## src/rtl/apb_master_arbiter.sv

```systemverilog
// Round-robin arbiter that shares one APB bus between N_REQ requesters and bounds ACCESS with a ready-timeout.
// Latency: request seen -> done in 4 cycles minimum (IDLE, SETUP, ACCESS, COMPLETE); back-to-back spacing 5 cycles.
// Backpressure: req is a level that is held until done; a slow slave stalls ACCESS until apb_ready or the timeout.
module apb_master_arbiter #(
    parameter int N_REQ   = 2,
    parameter int AW      = 8,
    parameter int DW      = 8,
    parameter int TIMEOUT = 64
) (
    input  logic                 clk,
    input  logic                 reset,
    input  logic [N_REQ-1:0]     req,
    input  logic [N_REQ-1:0]     req_write,
    input  logic [2*N_REQ-1:0]   req_slave,
    input  logic [AW*N_REQ-1:0]  req_addr,
    input  logic [DW*N_REQ-1:0]  req_wdata,
    output logic [N_REQ-1:0]     gnt,
    output logic [N_REQ-1:0]     done,
    output logic                 err,
    output logic [DW-1:0]        rdata_out,
    output logic [1:0]           apb_sel,
    output logic                 apb_enable,
    output logic                 apb_write,
    output logic [AW-1:0]        apb_addr,
    output logic [DW-1:0]        apb_wdata,
    input  logic                 apb_ready,
    input  logic [DW-1:0]        apb_rdata
);

    localparam int IW = (N_REQ > 2) ? 2 : 1;

    typedef enum logic [2:0] {
        IDLE     = 3'd0,
        SETUP    = 3'd1,
        ACCESS   = 3'd2,
        COMPLETE = 3'd3,
        ERR_DONE = 3'd4,
        RECOVER  = 3'd5
    } state_t;

    state_t          state;
    logic [IW-1:0]   ptr;
    logic [IW-1:0]   win_q;
    logic [7:0]      cnt;

    logic [IW-1:0]   win;
    logic            win_write;
    logic [1:0]      win_slave;
    logic [AW-1:0]   win_addr;
    logic [DW-1:0]   win_wdata;
    logic            found;
    int              j;

    function automatic logic [N_REQ-1:0] onehot(input logic [IW-1:0] idx);
        onehot = N_REQ'(1) << idx;
    endfunction

    function automatic logic [IW-1:0] next_ptr(input logic [IW-1:0] w);
        next_ptr = (int'(w) == N_REQ - 1) ? '0 : w + IW'(1);
    endfunction

    // First requesting index at or after ptr, wrapping around.
    always_comb begin
        win   = '0;
        found = 1'b0;
        j     = 0;
        for (int k = 0; k < N_REQ; k++) begin
            j = int'(ptr) + k;
            if (j >= N_REQ) j = j - N_REQ;
            if (!found && req[j]) begin
                found = 1'b1;
                win   = IW'(j);
            end
        end
        win_write = req_write[int'(win)];
        win_slave = req_slave[2*int'(win) +: 2];
        win_addr  = req_addr[AW*int'(win) +: AW];
        win_wdata = req_wdata[DW*int'(win) +: DW];
    end

    always_ff @(posedge clk) begin
        if (!reset) begin
            state      <= IDLE;
            ptr        <= '0;
            win_q      <= '0;
            cnt        <= '0;
            gnt        <= '0;
            done       <= '0;
            err        <= 1'b0;
            rdata_out  <= '0;
            apb_sel    <= 2'd0;
            apb_enable <= 1'b0;
            apb_write  <= 1'b0;
            apb_addr   <= '0;
            apb_wdata  <= '0;
        end else begin
            done <= '0;
            err  <= 1'b0;
            case (state)
                IDLE: begin
                    if (found) begin
                        gnt   <= onehot(win);
                        win_q <= win;
                        if (win_slave == 2'd0) begin
                            state <= ERR_DONE;
                            done  <= onehot(win);
                            err   <= 1'b1;
                            ptr   <= next_ptr(win);
                        end else begin
                            state     <= SETUP;
                            apb_sel   <= win_slave;
                            apb_write <= win_write;
                            apb_addr  <= win_addr;
                            apb_wdata <= win_wdata;
                        end
                    end
                end
                SETUP: begin
                    cnt        <= 8'(TIMEOUT);
                    apb_enable <= 1'b1;
                    state      <= ACCESS;
                end
                ACCESS: begin
                    if (apb_ready) begin
                        state <= COMPLETE;
                        done  <= onehot(win_q);
                        ptr   <= next_ptr(win_q);
                        if (!apb_write) rdata_out <= apb_rdata;
                        apb_sel    <= 2'd0;
                        apb_enable <= 1'b0;
                        apb_write  <= 1'b0;
                        apb_addr   <= '0;
                        apb_wdata  <= '0;
                    end else begin
                        cnt <= cnt - 8'd1;
                        if (cnt == 8'd1) begin
                            state      <= ERR_DONE;
                            done       <= onehot(win_q);
                            err        <= 1'b1;
                            ptr        <= next_ptr(win_q);
                            apb_sel    <= 2'd0;
                            apb_enable <= 1'b0;
                            apb_write  <= 1'b0;
                            apb_addr   <= '0;
                            apb_wdata  <= '0;
                        end
                    end
                end
                COMPLETE, ERR_DONE: begin
                    gnt   <= '0;
                    state <= RECOVER;
                end
                RECOVER: begin
                    // Wait for the slave's registered ready to fall before arbitrating again.
                    if (!apb_ready) state <= IDLE;
                end
                default: state <= IDLE;
            endcase
        end
    end

endmodule

```

## config.mk

```make
export PLATFORM = sky130hd
export DESIGN_NAME = apb_master_arbiter
export DESIGN_NICKNAME = d
export VERILOG_FILES = /design/src/rtl/apb_master_arbiter.sv
export SDC_FILE = /design/constraint.sdc
export NUM_CORES = 1
export LEC_CHECK = 0
export ABC_CLOCK_PERIOD_IN_PS = 1600
export CAP_MARGIN = 25
export CORE_MARGIN = 2
export CORE_UTILIZATION = 40
export DETAILED_ROUTE_END_ITERATION = 12
export GPL_TIMING_DRIVEN = 0
export PLACE_DENSITY = 0.76
export SYNTH_ARGS = -nofsm -noshare
export SYNTH_HDL_FRONTEND = slang
export SYNTH_SLANG_ARGS = --single-unit
```

## constraint.sdc

```tcl
create_clock -name clk -period 1.6 [get_ports clk]
set_input_delay 0.16 -clock clk [delete_from_list [all_inputs] [get_ports clk]]
set_output_delay 0.16 -clock clk [all_outputs]
set_load 0.02 [all_outputs]
```

==> metrics <==
Iter 0 DRT Violations=103; DR WL/cell=12.6 µm; Async S/R FF share, synth=0%; Pre-Repair DR Iteration Count=4; Placeable Area=5510 µm²; Final Setup Violations=23; worst slew pin tran=0.414 ns; Cells after Synth=253; critical path's top delay family=compound AO/OA/AOI/OAI gates; Avg Cell Area, Syn=9.04 µm²; Netlist cell types=44; Max Root-Sink Buffers=2; area delta synth->final=48.2%; drt total wl=5260 µm; register area share after synthesis=40.3%; Global Route Usage Sum=17.4%; clk root buf=clkbuf_8; Routed Antenna Nets=0; crit-path max cell delay=0.36 ns; EDFF count, synth=0; maximum capacitance violations=0; residual DRC count=0; Final GP Congestion=0.843; total die area=6340 µm²; WS Path Type=register to register; GRT overflow=0; Slew headroom=72.4%; Layout Nets=398; Synth Cell Area=2290 µm²; via count=2094; failing checks=negative setup slack; Worst Skew=0.0105 ns; crit path to=apb_wdata[4]; post-DP HPWL=3890 µm; standard-cell rows=27; Worst-Skew Late Latency=0.30 ns; crit path max fanout=10; antenna cells=0; Setup crit start kind=register; initial antenna violation count=0; flop2flop setup slack=-0.19 ns; worst path required time=1.83 ns; Final Slew Violations=0; Synth Area in Adders=1.09%; worst r2r src=cnt[3]; fin crit period=1.79 ns; Most used DFF post-synth=dfxtp_1; post-route worst setup slack=-0.188 ns; largest net degree at the start of global routing=15; CTS tree=built; chip width=79.6 µm; FF-to-FF End=apb_wdata[4]; WHS=0.361 ns; layout cells sized above 1=16.5%; Worst VDD drop=0.630 mV; Final Core Density=61.6%; simple-gate area share of the yosys netlist=21.0%; post-synthesis mux area share=22.3%; largest family of logic cells by synthesized area=multiplexers; Final Hold Viols=0; via/cell ratio=5.01; vias in the first global route=2008; CP startpoint=cnt[3]; Synth Net Count=306; unrepaired setup endpoints after global routing=true; FF-to-FF path depth=7; Slowest-stage cell, CP=dfxtp_2; placed cells=408; Hold Crit Class=input port to register; Critical Path Stages=7; Fmax=559 MHz; htree depth=2; clk slew on worst S/H paths=0.09 ns; WL met3=484 µm; Post-Synth XOR/XNOR Area=2.30%; Initial Utilization=41.5%; Vert. Die Dim=79.6 µm; Power Dens Cells=1560 nW/µm²; Static Leak=1.35 nW; boundary pin count=84; CP Capture Type=register; DR top layer=met4; met1 WL=2220 µm; Clock Sinks=46; IO Port Bufs=83; Yosys warning total=0; sum of buffers and inverters on the critical path=2; status=finished with violations; Hold Path Stages=2; WL met2=2510 µm; Compound-Gate Fraction of Synth Area=7.99%; global-route wire length before repair=8740 µm; number of synthesized register bits=46; Finished Layout Cells=418; fin crit share=112%; Overall Power=0.00531 W; Placement Setup Slack=-0.612 ns; CTS Buf Count=5; CP Cell Sequence=nor4_4, a31oi_2, a21oi_2, a21boi_2, buf_6, buf_12, mux2i_1; Arr. time, crit path=2.02 ns; CTS Hold Bufs=0
-- how the worst min path moves through the flow --
stage / start / to / slack [ns]
after detailed placement: apb_wdata[0] / apb_wdata[0] / 0.45
after CTS: apb_ready / state[2] / 0.35
after global routing: apb_ready / state[2] / 0.39
after global placement: apb_wdata[5] / apb_wdata[5] / 0.44
after floorplan: apb_ready / state[2] / 0.27
final: apb_ready / state[2] / 0.36
-- registers in the layout (all words and copies together) (netlist names) --
signal / flops
apb_addr: 8
apb_wdata: 8
cnt: 8
rdata_out: 8
state: 3
apb_sel: 2
done: 2
gnt: 2
apb_enable: 1
apb_write: 1
err: 1
ptr: 1
win_q: 1
-- cells in the mapped netlist, types with 4 or more instances --
| cell | count | area (µm²) |
|---|---|---|
| nor2_1 | 20 | 75.1 |
| mux2i_1 | 28 | 280 |
| nand3_1 | 6 | 30.0 |
| buf_2 | 4 | 20.0 |
| nand2_1 | 49 | 184 |
| a21oi_1 | 5 | 25.0 |
| mux2_2 | 19 | 214 |
| nor2b_1 | 9 | 56.3 |
| xor2_1 | 6 | 52.6 |
| inv_1 | 5 | 18.8 |
| o21ai_0 | 8 | 40.0 |
| clkbuf_1 | 8 | 30.0 |
| dfxtp_1 | 46 | 921 |
-- power breakdown --
part,total [W],internal (W),switching (W)
clock network,0.000745,0.000348,0.000398
registers,0.00174,0.00150,0.000237
logic,0.00282,0.00146,0.00136
-- cell families (layout without fill, tap and decap cells) --
| logic type | after synthesis | count (layout) |
|---|---|---|
| buf+inv | 21 | 114 |
| mux | 48 | 48 |
| compound gates | 28 | 28 |
| simple gates | 102 | 102 |
| flops | 46 | 46 |
| xor+xnor | 6 | 6 |
| fa+ha+maj | 2 | 2 |
-- layout make-up --
class                           count  area (µm²)
Fill cell                         485        2120
Multi-Input combinational cell    186        1290
Sequential cell                    46         926
Timing Repair Buffer               88         880
Buffer                             13        93.8
Tap cell                           72        90.1
Clock buffer                        6        82.6
Inverter                            5        18.8
Clock inverter                      2        12.5
-- through the flow --
stage | setup TNS [ns] | cell area, µm²
2_1_floorplan | -0.0666 | 2290
3_3_place_gp | -15.58 | 3210
3_5_place_dp | -16.54 | 3210
4_1_cts | -3.57 | 3380
5_1_grt | -5.00 | 3390
6_report | -3.29 | 3390
-- worst register-to-register path, stage by stage, from the launching register on --
cell and delay [ns]:
dfxtp_2 0.36, nor4_4 0.33, a31oi_2 0.16, a21oi_2 0.21
a21boi_2 0.19, buf_6 0.15, buf_12 0.14, mux2i_1 0.18
-- per-layer routing --
metal / up-vias / global-route usage [%]
met4: 0 / 4.66
met5: - / 0
met1: 972 / 20.2
met3: 6 / 7.58
met2: 76 / 29.2
li1: 1040 / -
-- placed cells by master, fill, tap and decap left out, drive strengths merged, types with 3 or more instances in the layout --
cell type,instances
nor2b,9
buf,13
inv,5
xor2,6
and2,3
nand2b,3
clkbuf,10
dfxtp,46
a21oi,6
mux2,20
mux2i,28
nor3,3
clkdlybuf4s50,82
nand3,6
nor2,20
a21boi,4
nand2,49
o21ai,10
-- what timing repair did --
| item | CTS | global route |
|---|---|---|
| pin swaps | 2 | 3 |
| buffers inserted | 4 | 1 |
| endpoints found under the setup margin | 39 | 32 |
| gates resized for setup | 14 | 7 |
Note: power is estimated with default switching activity, not from simulation.
